## config.mk

```make
export PLATFORM = sky130hd
export DESIGN_NAME = asrv32_stage_ctrl
export DESIGN_NICKNAME = d
export VERILOG_FILES = /design/src/rtl/asrv32_stage_ctrl_pkg.sv /design/src/rtl/asrv32_wait_timer.sv /design/src/rtl/asrv32_stage_ctrl.sv
export SDC_FILE = /design/constraint.sdc
export NUM_CORES = 1
export LEC_CHECK = 0
export BUFFER_PORTS_ARGS = -buffer_cell sky130_fd_sc_hd__buf_2
export CORE_ASPECT_RATIO = 1.4
export CORE_MARGIN = 10
export CORE_UTILIZATION = 48
export CTS_CLUSTER_DIAMETER = 50
export DETAILED_ROUTE_END_ITERATION = 7
export PLACE_DENSITY = 0.73
export SYNTH_ARGS = -nofsm -noshare
export SYNTH_HDL_FRONTEND = slang
export SYNTH_SLANG_ARGS = --single-unit
```

## constraint.sdc

```tcl
create_clock -name i_clk -period 2.2 [get_ports i_clk]
set_input_delay 0.44 -clock i_clk [delete_from_list [all_inputs] [get_ports i_clk]]
set_output_delay 0.44 -clock i_clk [all_outputs]
set_load 0.05 [all_outputs]
```

## src/rtl/asrv32_stage_ctrl_pkg.sv

```systemverilog
// asrv32_stage_ctrl_pkg: stage encodings, widths and opcode bit positions
// shared by the stage sequencer, LSU and CSR blocks.
`ifndef ASRV32_HEADER_VH
`define ASRV32_HEADER_VH
`define STAGE_WIDTH 3
`define FETCH_STAGE 3'd0
`define DECODE_STAGE 3'd1
`define EXECUTE_STAGE 3'd2
`define MEMORYACCESS_STAGE 3'd3
`define WRITEBACK_STAGE 3'd4
`define OPCODE_WIDTH 11
`define RTYPE 0
`define ITYPE 1
`define LOAD 2
`define STORE 3
`define BRANCH 4
`define JAL 5
`define JALR 6
`define LUI 7
`define AUIPC 8
`define SYSTEM 9
`define FENCE 10
`endif

package asrv32_stage_ctrl_pkg;

  localparam int STAGE_W  = `STAGE_WIDTH;
  localparam int OPCODE_W = `OPCODE_WIDTH;
  localparam int OP_LOAD  = `LOAD;
  localparam int OP_STORE = `STORE;

  typedef enum logic [STAGE_W-1:0] {
    ST_FETCH        = `FETCH_STAGE,
    ST_DECODE       = `DECODE_STAGE,
    ST_EXECUTE      = `EXECUTE_STAGE,
    ST_MEMORYACCESS = `MEMORYACCESS_STAGE,
    ST_WRITEBACK    = `WRITEBACK_STAGE
  } stage_e;

endpackage

```

## src/rtl/asrv32_wait_timer.sv

```systemverilog
// asrv32_wait_timer: clearable saturating wait counter with a terminal
// count flag at LIMIT-1 (LIMIT=0 never flags).
// Ports: clk_i, rst_i (async high), clr_i, inc_i in; tc_o out.
module asrv32_wait_timer #(
  parameter int unsigned LIMIT = 16,
  parameter int unsigned CW =
    (LIMIT > 0) ? $clog2(LIMIT + 1) : 1
) (
  input  logic clk_i,
  input  logic rst_i,
  input  logic clr_i,
  input  logic inc_i,
  output logic tc_o
);

  localparam logic [CW-1:0] CNT_MAX = '1;
  localparam logic [CW-1:0] CNT_TC  = CW'(LIMIT - 1);

  logic [CW-1:0] cnt_q;
  logic [CW-1:0] cnt_d;

  always_comb begin
    cnt_d = cnt_q;
    if (clr_i) begin
      cnt_d = '0;
    end else if (inc_i && (cnt_q != CNT_MAX)) begin
      cnt_d = cnt_q + 1'b1;
    end
  end

  always_ff @(posedge clk_i or posedge rst_i) begin
    if (rst_i) begin
      cnt_q <= '0;
    end else begin
      cnt_q <= cnt_d;
    end
  end

  assign tc_o = (LIMIT != 0) && (cnt_q == CNT_TC);

endmodule

```

## src/rtl/asrv32_stage_ctrl.sv

```systemverilog
// asrv32_stage_ctrl: multicycle stage sequencer with memory handshakes,
// stall/flush, optional MEMORYACCESS skip, ack timeout, instret count.
// In:  i_clk, i_rst (async high), i_opcode (one-hot), i_imem_ack,
//      i_dmem_ack, i_stall, i_flush.
// Out: o_stage_q, per-stage enables, o_csr_stage_en, o_imem_req,
//      o_dmem_req, o_done_tick, o_instret, o_mem_timeout.
module asrv32_stage_ctrl
  import asrv32_stage_ctrl_pkg::*;
#(
  parameter bit          SKIP_MEM_EN    = 1'b1,
  parameter int unsigned TIMEOUT_CYCLES = 16,
  parameter int unsigned INSTRET_W      = 64
) (
  input  logic                 i_clk,
  input  logic                 i_rst,
  input  logic [OPCODE_W-1:0]  i_opcode,
  input  logic                 i_imem_ack,
  input  logic                 i_dmem_ack,
  input  logic                 i_stall,
  input  logic                 i_flush,
  output logic [STAGE_W-1:0]   o_stage_q,
  output logic                 o_fetch_stage_en,
  output logic                 o_decode_stage_en,
  output logic                 o_alu_stage_en,
  output logic                 o_memoryaccess_stage_en,
  output logic                 o_writeback_stage_en,
  output logic                 o_csr_stage_en,
  output logic                 o_imem_req,
  output logic                 o_dmem_req,
  output logic                 o_done_tick,
  output logic [INSTRET_W-1:0] o_instret,
  output logic                 o_mem_timeout
);

  stage_e               stage_q;
  stage_e               stage_d;
  logic                 tmo_q;
  logic                 tmo_d;
  logic [INSTRET_W-1:0] instret_q;
  logic                 retire;
  logic                 wait_inc;
  logic                 wait_clr;
  logic                 wait_tc;
  logic                 mem_op;
  logic                 skip_path;
  logic                 op_unused;

  assign mem_op    = i_opcode[OP_LOAD] | i_opcode[OP_STORE];
  assign skip_path = SKIP_MEM_EN & ~mem_op;
  assign op_unused = ^i_opcode;

  // Flush beats stall; stall freezes everything; a timeout only
  // fires on a cycle that would otherwise keep waiting.
  always_comb begin
    stage_d  = stage_q;
    tmo_d    = 1'b0;
    wait_inc = 1'b0;
    retire   = 1'b0;
    if (i_flush) begin
      stage_d = ST_FETCH;
    end else if (!i_stall) begin
      case (stage_q)
        ST_FETCH: begin
          if (i_imem_ack) begin
            stage_d = ST_DECODE;
          end else if (wait_tc) begin
            tmo_d = 1'b1;
          end else begin
            wait_inc = 1'b1;
          end
        end
        ST_DECODE: stage_d = ST_EXECUTE;
        ST_EXECUTE: begin
          stage_d = skip_path ? ST_WRITEBACK
                              : ST_MEMORYACCESS;
        end
        ST_MEMORYACCESS: begin
          if (!mem_op || i_dmem_ack) begin
            stage_d = ST_WRITEBACK;
          end else if (wait_tc) begin
            stage_d = ST_FETCH;
            tmo_d   = 1'b1;
          end else begin
            wait_inc = 1'b1;
          end
        end
        ST_WRITEBACK: begin
          stage_d = ST_FETCH;
          retire  = 1'b1;
        end
        default: stage_d = ST_FETCH;
      endcase
    end
  end

  // A timeout in FETCH keeps the stage, so clear explicitly too.
  assign wait_clr = i_flush | tmo_d | (stage_d != stage_q);

  asrv32_wait_timer #(
    .LIMIT(TIMEOUT_CYCLES)
  ) u_wait (
    .clk_i(i_clk),
    .rst_i(i_rst),
    .clr_i(wait_clr),
    .inc_i(wait_inc),
    .tc_o (wait_tc)
  );

  always_ff @(posedge i_clk or posedge i_rst) begin
    if (i_rst) begin
      stage_q   <= ST_FETCH;
      tmo_q     <= 1'b0;
      instret_q <= '0;
    end else begin
      stage_q <= stage_d;
      tmo_q   <= tmo_d;
      if (retire) begin
        instret_q <= instret_q + 1'b1;
      end
    end
  end

  assign o_stage_q               = stage_q;
  assign o_fetch_stage_en        = (stage_q == ST_FETCH);
  assign o_decode_stage_en       = (stage_q == ST_DECODE);
  assign o_alu_stage_en          = (stage_q == ST_EXECUTE);
  assign o_memoryaccess_stage_en = (stage_q == ST_MEMORYACCESS);
  assign o_writeback_stage_en    = (stage_q == ST_WRITEBACK);

  // CSR work rides EXECUTE when MEMORYACCESS is being skipped.
  assign o_csr_stage_en =
    (stage_q == ST_MEMORYACCESS) |
    ((stage_q == ST_EXECUTE) & skip_path);

  assign o_imem_req =
    (stage_q == ST_FETCH) & ~i_stall;
  assign o_dmem_req =
    (stage_q == ST_MEMORYACCESS) & mem_op & ~i_stall;
  assign o_done_tick   = retire;
  assign o_instret     = instret_q;
  assign o_mem_timeout = tmo_q;

endmodule

```

==> results of run 1 <==
[routing by layer]
layer	part of all wire	wire (µm)	vias up	track usage
met4	0.0077	72	0	0.0505
met2	0.52	4850	85	0.274
met3	0.073	684	6	0.0566
met5	0	0	-	0
met1	0.40	3790	1564	0.188
li1	-	-	1477	-
[worst reg2reg max path: cells and delay by family, from the launching register on]
| kind | cells | cell delay [ns] |
|---|---|---|
| flip-flops | 1 | 0.39 |
| buffers and inverters | 3 | 0.35 |
| AND/OR/NAND/NOR | 4 | 1.08 |
| XOR/XNOR | 1 | 0.17 |
[state kept, by name, summed over array words and instances (netlist names)]
signal         count
u_wait.cnt_q       5
o_instret         64
o_stage_q          3
o_mem_timeout      1
[repair_timing]
item | 4_1_cts | 5_1_grt
setup buffers | 2 | 5
resized for setup | 7 | 10
hold buffers | 0 | 0
pin swaps | 1 | 5
setup endpoints to repair | 4 | 15
[cell usage in the layout, fill, tap and decap left out, types with 2 or more instances in the layout]
cell	synthesis	layout
buf_2	3	81
dfrtp_1	73	67
xnor2_1	39	39
nand2_1	35	33
buf_4	0	33
xor2_1	27	27
nor2_1	24	22
nand3_1	28	21
nand4_1	17	17
nor3_1	19	16
inv_1	15	13
clkbuf_8	0	9
nor3_2	6	8
and3_1	7	7
nand3_2	0	7
dfrtp_2	0	6
clkinvlp_4	0	5
and4_1	4	4
nor4_4	4	4
or3_1	4	4
nor4_1	5	3
nor4_2	1	3
nor2b_1	3	3
o21ai_0	3	3
nor3b_2	1	3
a21oi_1	3	3
ha_1	4	3
buf_6	1	3
buf_12	0	3
or2_2	2	2
nor2_2	0	2
nand3b_1	2	2
and2_1	2	2
bufinv_16	0	2
[logic make-up after synthesis]
logic type	synth area share
compound gates	0.0274
mux	0.00575
xor+xnor	0.156
buf+inv	0.0274
simple gates	0.276
flops	0.494
fa+ha+maj	0.0135
[worst paths after layout]
kind	slack, ns	cells after the start	startpoint	to
min reg2reg	0.48	1	o_instret[63]$_DFFE_PP0P_	o_instret[63]$_DFFE_PP0P_
max reg2reg	0.14	8	o_stage_q[1]$_DFF_PP0_	o_instret[18]$_DFFE_PP0P_
max	0.05	6	o_stage_q[1]$_DFF_PP0_	o_done_tick
max in group asynchronous	1.52	3	i_rst	o_instret[0]$_DFFE_PP0P_
min in group i_clk	0.40	3	i_flush	o_stage_q[2]$_DFF_PP0_
min	0.06	2	i_rst	o_instret[31]$_DFFE_PP0P_
[power groups by stage]
stage | Sequential, mW | Combinational [mW] | Clock (mW)
2_1_floorplan | 1.43 | 0.119 | 0
5_1_grt | 1.37 | 0.273 | 1.24
3_3_place_gp | 1.40 | 0.225 | 0
3_5_place_dp | 1.40 | 0.229 | 0
4_1_cts | 1.37 | 0.241 | 1.19
6_report | 1.37 | 0.252 | 1.16
[synthesized netlist by cell type, types with 5 or more instances]
master / instances
nor3_2: 6
nand4_1: 17
and3_1: 7
xnor2_1: 39
nand2_1: 35
nor2_1: 24
xor2_1: 27
nand3_1: 28
nor4_1: 5
dfrtp_1: 73
inv_1: 15
nor3_1: 19
[through the flow]
stage	power (mW)	hold slack, ns	utilization	setup TNS, ns
2_1_floorplan	1.55	0.497	-	-0.237
3_3_place_gp	1.62	0.432	0.609	0
3_5_place_dp	1.63	0.439	0.609	-0.00410
4_1_cts	2.80	0.0506	0.644	-0.0261
5_1_grt	2.89	0.0651	0.657	-0.00597
6_report	2.78	0.0553	0.657	0
[final cells by class]
class                      instances  area [µm²]  area share
sequential                        73        1830       0.375
timing repair buffer             121         762       0.156
clock inverter                     6        91.3      0.0187
clock buffer                      10         128      0.0261
multi-input combinational        260        1890       0.386
tap                               97         121      0.0248
inverter                          16        70.1      0.0143
==> impl_metrics.tcl, run 1 <==
set metrics [dict create \
    outcome "finished, final reports clean" \
    gp_congestion 0.818 \
    p_sw_mw 0.704 \
    finalSetupViolations 0 \
    synth_area_leader_cell "dfrtp_1" \
    die_w_um 94.2 \
    relSlewSlack 0.679 \
    power_density_mw_per_mm2 568 \
    hpwlAfterDp_um 6950 \
    cts.sinks 73 \
    placed_cell_area_mm2 0.00454 \
    synth_edf_count 0 \
    cts_max_level 3 \
    die_area_mm2 0.0117 \
    synth_area_mm2 0.00370 \
    yosys_warnings 0 \
    num_rows 37 \
    overflow 0 \
    skew_ns 0.00932 \
    clk_path_buf_depth 2 \
    drc 0 \
    clock_latency_ns 0.35 \
    crit_chain "or3b_4 > buf_6 > inv_4 > nand2_4 > clkinvlp_4 > buf_8" \
    crit_slowest_cell "or3b_4" \
    worstSetupEndpointType "output port" \
    drive_above_1_share 0.381 \
    grt_antenna_before_repair 0 \
    vias 3132 \
    hold_viol_final 0 \
    path_clk_slew_ns 0.08 \
    root_buffer "clkbuf_8" \
    power.share.clock 0.417 \
    p_sw_frac 0.253 \
    worst_pin_slew_ns 0.480 \
    dr.pass1.iters 4 \
    vdd.ir_drop.worst_uv 470 \
    synth_area_leaders "dfrtp_1 (49%), xnor2_1 (9.2%), xor2_1 (6.4%), nand3_1 (3.8%), nand2_1 (3.5%)" \
    synthCells 357 \
    ant_nets 0 \
    grt_max_degree 60 \
    cts_tree "done" \
    fin_crit_sh 0.977 \
    via_per_inst 5.37 \
    async_flop_share 1.00 \
    initial_core_util 0.497 \
    n_antenna_cell 0 \
    cp.required_ns 1.76 \
    cts_buffers 9 \
    slowest_delay_ns 0.44 \
    worstPathArrival_ns 1.71 \
    critical_path_class "reg2out" \
    max-cap-violations 0 \
    min_path_type "in2async" \
    pre_cts_slack_ns -0.00410 \
    critPathLaunchType "flip-flop" \
    path_delay_family "simple AND/OR/NAND/NOR gates" \
    avgRoutedWirePerCell_um 16.1 \
    avgSynthCellArea_um2 10.4 \
    area_growth_pct 32.3 \
    postLayoutCellArea_mm2 0.00490 \
    fin_ws_ns 0.0512 \
    p_seq_frac 0.492 \
    layout.nets 502 \
    dpl.cell_count 560 \
    p_leak_nw 2.43 \
    grt_pass1_wl_um 15400 \
    cp_max_fo 4 \
    ys_types 47 \
    p_int_mw 2.08 \
    period_minus_slack_ns 2.15 \
    ys_seq_area_frac 0.494 \
    timing.fmax_ghz 0.465 \
    maxSlewViolCount 0 \
    synth_seq_cells 73 \
    stdcell_count 583 \
    synth_nets 378 \
    io_buffers 84 \
    grt_pass1_vias 3200 \
    coreArea_mm2 0.00745 \
    die_y_um 124 \
    yosys.area.top_type_share 0.494 \
    fillers 595 \
    grt_usage 0.162 \
    io-pin-count 94 \
    comb_power_share 0.090 \
    critPathBufInv 4 \
    routed_wl_um 9390 \
    ys.flop_type "dfrtp_1" \
    drtIter0Drc 103 \
]
No activity file was read; power rests on OpenSTA's default activity.
==> run 2: changes to the inputs <==
--- a/config.mk
+++ b/config.mk
@@ -14,4 +14,5 @@
 export PLACE_DENSITY = 0.73
 export SYNTH_ARGS = -nofsm -noshare
 export SYNTH_HDL_FRONTEND = slang
+export SYNTH_HIERARCHICAL = 1
 export SYNTH_SLANG_ARGS = --single-unit
==> run 2 against run 1 <==
  * The flow now finishes with violations (negative setup slack)
  * Cell count is 1.2% lower
  * Area after synthesis is 0.30% lower
  * Routed wire length is 4.1% lower
  * Synthesized cell count is 2.0% higher
  * Clock power is 20% lower
  * Die area is 0.24% lower
  * Total power is 11% lower
  * Utilization is 3.2 points lower
  * Critical path type is now reg2reg
  * Register-to-register slack worse by 0.17 ns
  * Via count is 1.7% lower
  * Global-route usage is 0.58 points lower
  * First-iteration DRC count is 30% higher
==> impl_metrics.tcl, run 2 <==
set metrics [dict create \
    critPathLaunchType "flip-flop" \
    num_rows 37 \
    overflow 0 \
    routed_wl_um 9000 \
    relSlewSlack 0.610 \
    die_w_um 94.1 \
    post-synth-top-count-cell "dfrtp_1" \
    initial_core_util 0.498 \
    grt_usage 0.156 \
    fin_crit_sh 1.02 \
    cts.sinks 73 \
    coreArea_mm2 0.00741 \
    rsz0062_at_grt "yes" \
    synth_area_leaders "dfrtp_1 (50%), xor2_1 (7.8%), xnor2_1 (7.6%), nand4_1 (3.9%), nor2_1 (3.9%)" \
    placed_cell_area_mm2 0.00438 \
    drtIter0Drc 134 \
    fin_ws_ns -0.0336 \
    ys_types 40 \
    synth_area_mm2 0.00369 \
    io-pin-count 94 \
    die_y_um 124 \
    fillers 646 \
    avgRoutedWirePerCell_um 15.6 \
    n_antenna_cell 0 \
    final_util 0.624 \
    hpwlAfterDp_um 6810 \
    synthCells 364 \
    grt_pass1_wl_um 14800 \
    drive_above_1_share 0.319 \
    final_cell_mix "buf_2 (83), dfrtp_1 (71), nor2_1 (37)" \
    postLayoutCellArea_mm2 0.00463 \
    synth_edf_count 0 \
    layout.nets 495 \
    ant_nets 0 \
    yosys-top-cells-count "dfrtp_1 (73), nor2_1 (38), nand2_1 (33), xor2_1 (33), xnor2_1 (32)" \
    grt_antenna_before_repair 0 \
    use_met2 0.272 \
    period_minus_slack_ns 2.23 \
    min_path_type "in2async" \
    ys_seq_area_frac 0.495 \
    power_density_mw_per_mm2 537 \
    cts_max_level 3 \
    avgSynthCellArea_um2 10.1 \
    dr.pass1.iters 4 \
    r2r-start "u_wait/cnt_q[1]$_DFFE_PP0P_" \
    max-cap-violations 0 \
    hold_viol_final 0 \
    path_clk_slew_ns 0.07 \
    grt-busiest-layer "met2" \
    layout_commonest_cell "buf_2" \
    gr-usage-met3 0.0518 \
    grtUsageMet1 0.175 \
    vdd.ir_drop.worst_uv 436 \
    cts_buffers 9 \
    p_seq_frac 0.548 \
    timing.fmax_ghz 0.448 \
    async_flop_share 1.00 \
    r2r_cells 8 \
    synth_seq_cells 73 \
    vias 3080 \
    outcome "complete, but fails checks" \
    p_sw_frac 0.267 \
    yosys_warnings 6 \
    power.share.clock 0.376 \
    worst_pin_slew_ns 0.580 \
    worstSetupEndpointType "flip-flop" \
    yosys.area.top_type_share 0.495 \
    synth_nets 385 \
    comb_power_share 0.077 \
    holdBufCountCts 0 \
    p_int_mw 1.82 \
    die_area_mm2 0.0116 \
    pre_cts_slack_ns -0.0353 \
    io_buffers 84 \
    critical_path_class "reg2reg" \
    reg2reg_slack_ns -0.03 \
    finalSetupViolations 1 \
    drc 0 \
    root_buffer "clkbuf_8" \
    grt_max_degree 48 \
    cp.required_ns 2.43 \
    violations "negative setup slack" \
    startpoint "u_wait/cnt_q[1]$_DFFE_PP0P_" \
    area_growth_pct 25.4 \
    largest_reg_flops 64 \
    via_per_inst 5.35 \
    cp_max_fo 4 \
    worstPathArrival_ns 2.46 \
    whs_ns 0.0104 \
    gp_congestion 0.859 \
    r2r_end "u_wait/cnt_q[3]$_DFFE_PP0P_" \
    p_sw_mw 0.663 \
    clk_path_buf_depth 2 \
    grt_pass1_vias 3100 \
    maxSlewViolCount 0 \
    clock_latency_ns 0.35 \
    multi_input_area_mm2 0.00183 \
    cts_tree "done" \
    p_leak_nw 2.35 \
    ys.flop_type "dfrtp_1" \
    crit_path_end "u_wait/cnt_q[3]$_DFFE_PP0P_" \
    skew_ns 0.0129 \
    total_power_mw 2.48 \
    regArea_mm2 0.00183 \
    synth_area_leader_cell "dfrtp_1" \
]
run 2: changes by cell type in the layout (fill, tap and decap cells not counted), moves of 3 or more:
cell / delta
nand4_1: +6
xnor2_1: -7
dfrtp_1: +4
nor2b_1: -3
nor4_2: +3
nand3_2: -6
dfrtp_2: -4
o21ai_0: -3
xor2_1: +6
buf_4: -10
or4_1: +3
nor2_1: +15
and3_1: -3
nor3_1: +5
run 2: how the worst min path moves through the flow:
stage | slack [ns] | cells after the start | to
final | 0.01 | 2 | u_wait/cnt_q[0]$_DFFE_PP0P_
after global routing | 0.007 | 2 | u_wait/cnt_q[1]$_DFFE_PP0P_
after CTS | 0.002 | 2 | u_wait/cnt_q[3]$_DFFE_PP0P_
after detailed placement | 0.37 | 2 | u_wait/cnt_q[3]$_DFFE_PP0P_
after global placement | 0.37 | 2 | u_wait/cnt_q[3]$_DFFE_PP0P_
after floorplan | 0.22 | 1 | u_wait/cnt_q[0]$_DFFE_PP0P_
run 2: stage by stage:
| stage | setup TNS (ns) | instances |
|---|---|---|
| 3_3_place_gp | 0 | 554 |
| 4_1_cts | 0 | 570 |
| 5_1_grt | -0.164 | 576 |
| 2_1_floorplan | -0.940 | 364 |
| 3_5_place_dp | -0.0360 | 554 |
| 6_report | -0.0336 | 576 |
run 2: timing repair:
item	in CTS	in global routing
pin swaps	1	3
resized for setup	1	9
setup endpoints to repair	2	5
setup buffers	0	6
run 2: cells by family (layout without fill, tap and decap cells):
kind of cell / Yosys count / in the layout / share of synthesized area
adder cells (fa/ha/maj): 4 / 4 / 0.0136
AND/OR/NAND/NOR: 185 / 185 / 0.284
flip-flops: 73 / 73 / 0.495
XOR/XNOR: 65 / 65 / 0.154
AO/OA/AOI/OAI: 12 / 12 / 0.0210
buffers and inverters: 23 / 138 / 0.0261
multiplexers: 2 / 2 / 0.00576
run 2: worst max-delay path: stages, from the launching register on:
cell and delay [ns]:
dfrtp_1 0.41, ha_2 0.20, and3_4 0.19, ha_4 0.17
or4_4 0.43, nor2_4 0.12, nor2b_4 0.16, nand4_1 0.11
mux2_1 0.33
run 2: routing by layer:
layer,part of all wire,wire [µm]
met1,0.40,3640
met2,0.51,4570
met3,0.075,674
met4,0.013,113
met5,0,0
run 2: layout make-up:
| class | count | area share |
|---|---|---|
| Tap cell | 97 | 0.0262 |
| Sequential cell | 73 | 0.395 |
| Clock buffer | 10 | 0.0276 |
| Clock inverter | 6 | 0.00947 |
| Timing Repair Buffer | 108 | 0.134 |
| Multi-Input combinational cell | 268 | 0.395 |
| Inverter | 14 | 0.0119 |
run 2: power groups by stage:
stage / sequential [mW] / clock [mW] / combinational [mW]
after floorplan: 1.40 / 0 / 0.107
after CTS: 1.36 / 0.951 / 0.183
after global placement: 1.39 / 0 / 0.180
after global routing: 1.36 / 1.00 / 0.211
final: 1.36 / 0.933 / 0.191
after detailed placement: 1.39 / 0 / 0.182
==> run 3: changes to the inputs <==
--- a/config.mk
+++ b/config.mk
@@ -10,9 +10,11 @@
 export CORE_MARGIN = 10
 export CORE_UTILIZATION = 48
 export CTS_CLUSTER_DIAMETER = 50
+export CTS_CLUSTER_SIZE = 24
 export DETAILED_ROUTE_END_ITERATION = 7
-export PLACE_DENSITY = 0.73
+export PLACE_DENSITY = 0.79
 export SYNTH_ARGS = -nofsm -noshare
 export SYNTH_HDL_FRONTEND = slang
 export SYNTH_HIERARCHICAL = 1
 export SYNTH_SLANG_ARGS = --single-unit
+export TNS_END_PERCENT = 30
==> run 3 against run 2 <==
  * The run now ends clean
  * Maximum frequency is 2.7% higher
  * Die area stayed put
  * Utilization is 1.5 points higher
  * Register-to-register slack better by 0.06 ns
  * Routed wire length is 5.7% higher
  * Sequential power hardly changed
  * Hold slack better by 0.33 ns
  * Total power is 3.6% higher
  * Final area is 2.4% higher
  * Critical path type unchanged
  * Critical endpoint unchanged
==> impl_metrics.tcl, run 3 (synthesis gave the netlist of run 2 again) <==
set metrics [dict create \
    drc 0 \
    layout_commonest_cell "buf_2" \
    dpl.cell_count 558 \
    power_density_mw_per_mm2 543 \
    min_path_type "in2reg" \
    relSlewSlack 0.664 \
    io_buffers 84 \
    final_cell_mix "buf_2 (83), dfrtp_1 (72), nor2_1 (35)" \
    avgRoutedWirePerCell_um 16.3 \
    dr.pass1.iters 4 \
    fin_crit_sh 0.988 \
    final_util 0.639 \
    r2r_cells 8 \
    drtIter0Drc 157 \
    hold_viol_final 0 \
    clock_latency_ns 0.35 \
    cts_max_level 3 \
    die_w_um 94.1 \
    ant_nets 0 \
    grt_max_degree 42 \
    initial_core_util 0.498 \
    stdcell_count 583 \
    num_rows 37 \
    skew_ns 0.00866 \
    timing.fmax_ghz 0.460 \
    finalSetupViolations 0 \
    worstSetupEndpointType "flip-flop" \
    io-pin-count 94 \
    clk_path_buf_depth 2 \
    p_leak_nw 2.44 \
    gp_congestion 0.878 \
    path_clk_slew_ns 0.08 \
    cts.sinks 73 \
    grt_pass1_vias 3260 \
    maxSlewViolCount 0 \
    worstPathArrival_ns 2.42 \
    coreArea_mm2 0.00741 \
    critPathLaunchType "flip-flop" \
    die_y_um 124 \
    tns_ns 0 \
    min_delay_path_depth 2 \
    routed_wl_um 9510 \
    critical_path_class "reg2reg" \
    largest_reg_flops 64 \
    layout.nets 502 \
    vias 3134 \
    grt_pass1_wl_um 15400 \
    outcome "finished, final reports clean" \
    grt_antenna_before_repair 0 \
    root_buffer "clkbuf_8" \
    via_per_inst 5.38 \
    n_antenna_cell 0 \
    die_area_mm2 0.0116 \
    rsz0062_at_grt "yes" \
    cp.required_ns 2.44 \
    vdd.ir_drop.worst_uv 360 \
    overflow 0 \
    cts_tree "done" \
    drive_above_1_share 0.337 \
    max-cap-violations 0 \
    grt_usage 0.164 \
    worst_pin_slew_ns 0.505 \
    cp_max_fo 2 \
    period_minus_slack_ns 2.17 \
    area_growth_pct 28.3 \
    hpwlAfterDp_um 7080 \
    cts_buffers 9 \
]
run 3: changes by cell type in the layout (fill, tap and decap cells not counted), moves of 2 or more:
cell        delta
clkinvlp_4     -4
clkbuf_8       +4
buf_4          +7
nor2_2         +2
nor2_1         -2
run 3: metrics by stage:
step	hold WS, ns	instance area, µm²	setup slack (ns)	total power [mW]
global route	0.336	4740	-0.0614	2.67
detailed placement	0.377	4370	-0.144	1.56
finish	0.344	4740	0.0256	2.57
global placement	0.372	4370	-0.0904	1.56
floorplan	0.219	3710	-0.313	1.51
CTS	0.315	4610	-0.00827	2.58
run 3: worst paths after layout:
path / startpoint / slack [ns] / end
max: u_wait/cnt_q[1]$_DFFE_PP0P_ / 0.03 / u_wait/cnt_q[3]$_DFFE_PP0P_
min: i_flush / 0.34 / o_stage_q[2]$_DFF_PP0_
max reg2reg: u_wait/cnt_q[1]$_DFFE_PP0P_ / 0.03 / u_wait/cnt_q[3]$_DFFE_PP0P_
min reg2reg: o_instret[63]$_DFFE_PP0P_ / 0.47 / o_instret[63]$_DFFE_PP0P_
max in group asynchronous: i_rst / 1.07 / o_instret[37]$_DFFE_PP0P_
min in group asynchronous: i_rst / 0.55 / u_wait/cnt_q[0]$_DFFE_PP0P_
run 3: layer usage:
layer  vias up  share of wire  track usage
met5         -              0            0
met4         0          0.026       0.0886
met3        19          0.058       0.0397
met2        87           0.54        0.291
met1      1528           0.38        0.176
li1       1500              -            -
run 3: worst max-delay path, cell delays in order, from the launching register on:
cell and delay (ns):
dfrtp_1 0.39, ha_2 0.20, and3_4 0.19, ha_4 0.16, or4_4 0.43, nor2_4 0.11, nor2b_4 0.15, nand4_1 0.13
mux2_4 0.31
run 3: cell type report:
type | count | area (µm²)
inverters | 14 | 55.1
fillers | 638 | 2670
repair buffers | 115 | 662
well taps | 97 | 121
clock buffers | 14 | 183
clock inverters | 2 | 10.0
multi-input cells | 268 | 1880
flip-flops and latches | 73 | 1830
run 3: repair_timing:
| item | in CTS | in global routing |
|---|---|---|
| setup endpoints to repair | 6 | 15 |
| pin swaps | 3 | 8 |
| hold endpoints to repair | 5 | 0 |
| hold buffers | 1 | 0 |
| gates resized for setup | 6 | 18 |
| setup buffers | 1 | 7 |
run 3: where the power goes:
part	total [mW]	leakage, nW	internal (mW)	switching (mW)
logic	0.194	1.35	0.0598	0.135
registers	1.36	0.986	1.35	0.0109
clock network	1.02	0.102	0.530	0.488
total	2.57	2.44	1.94	0.634
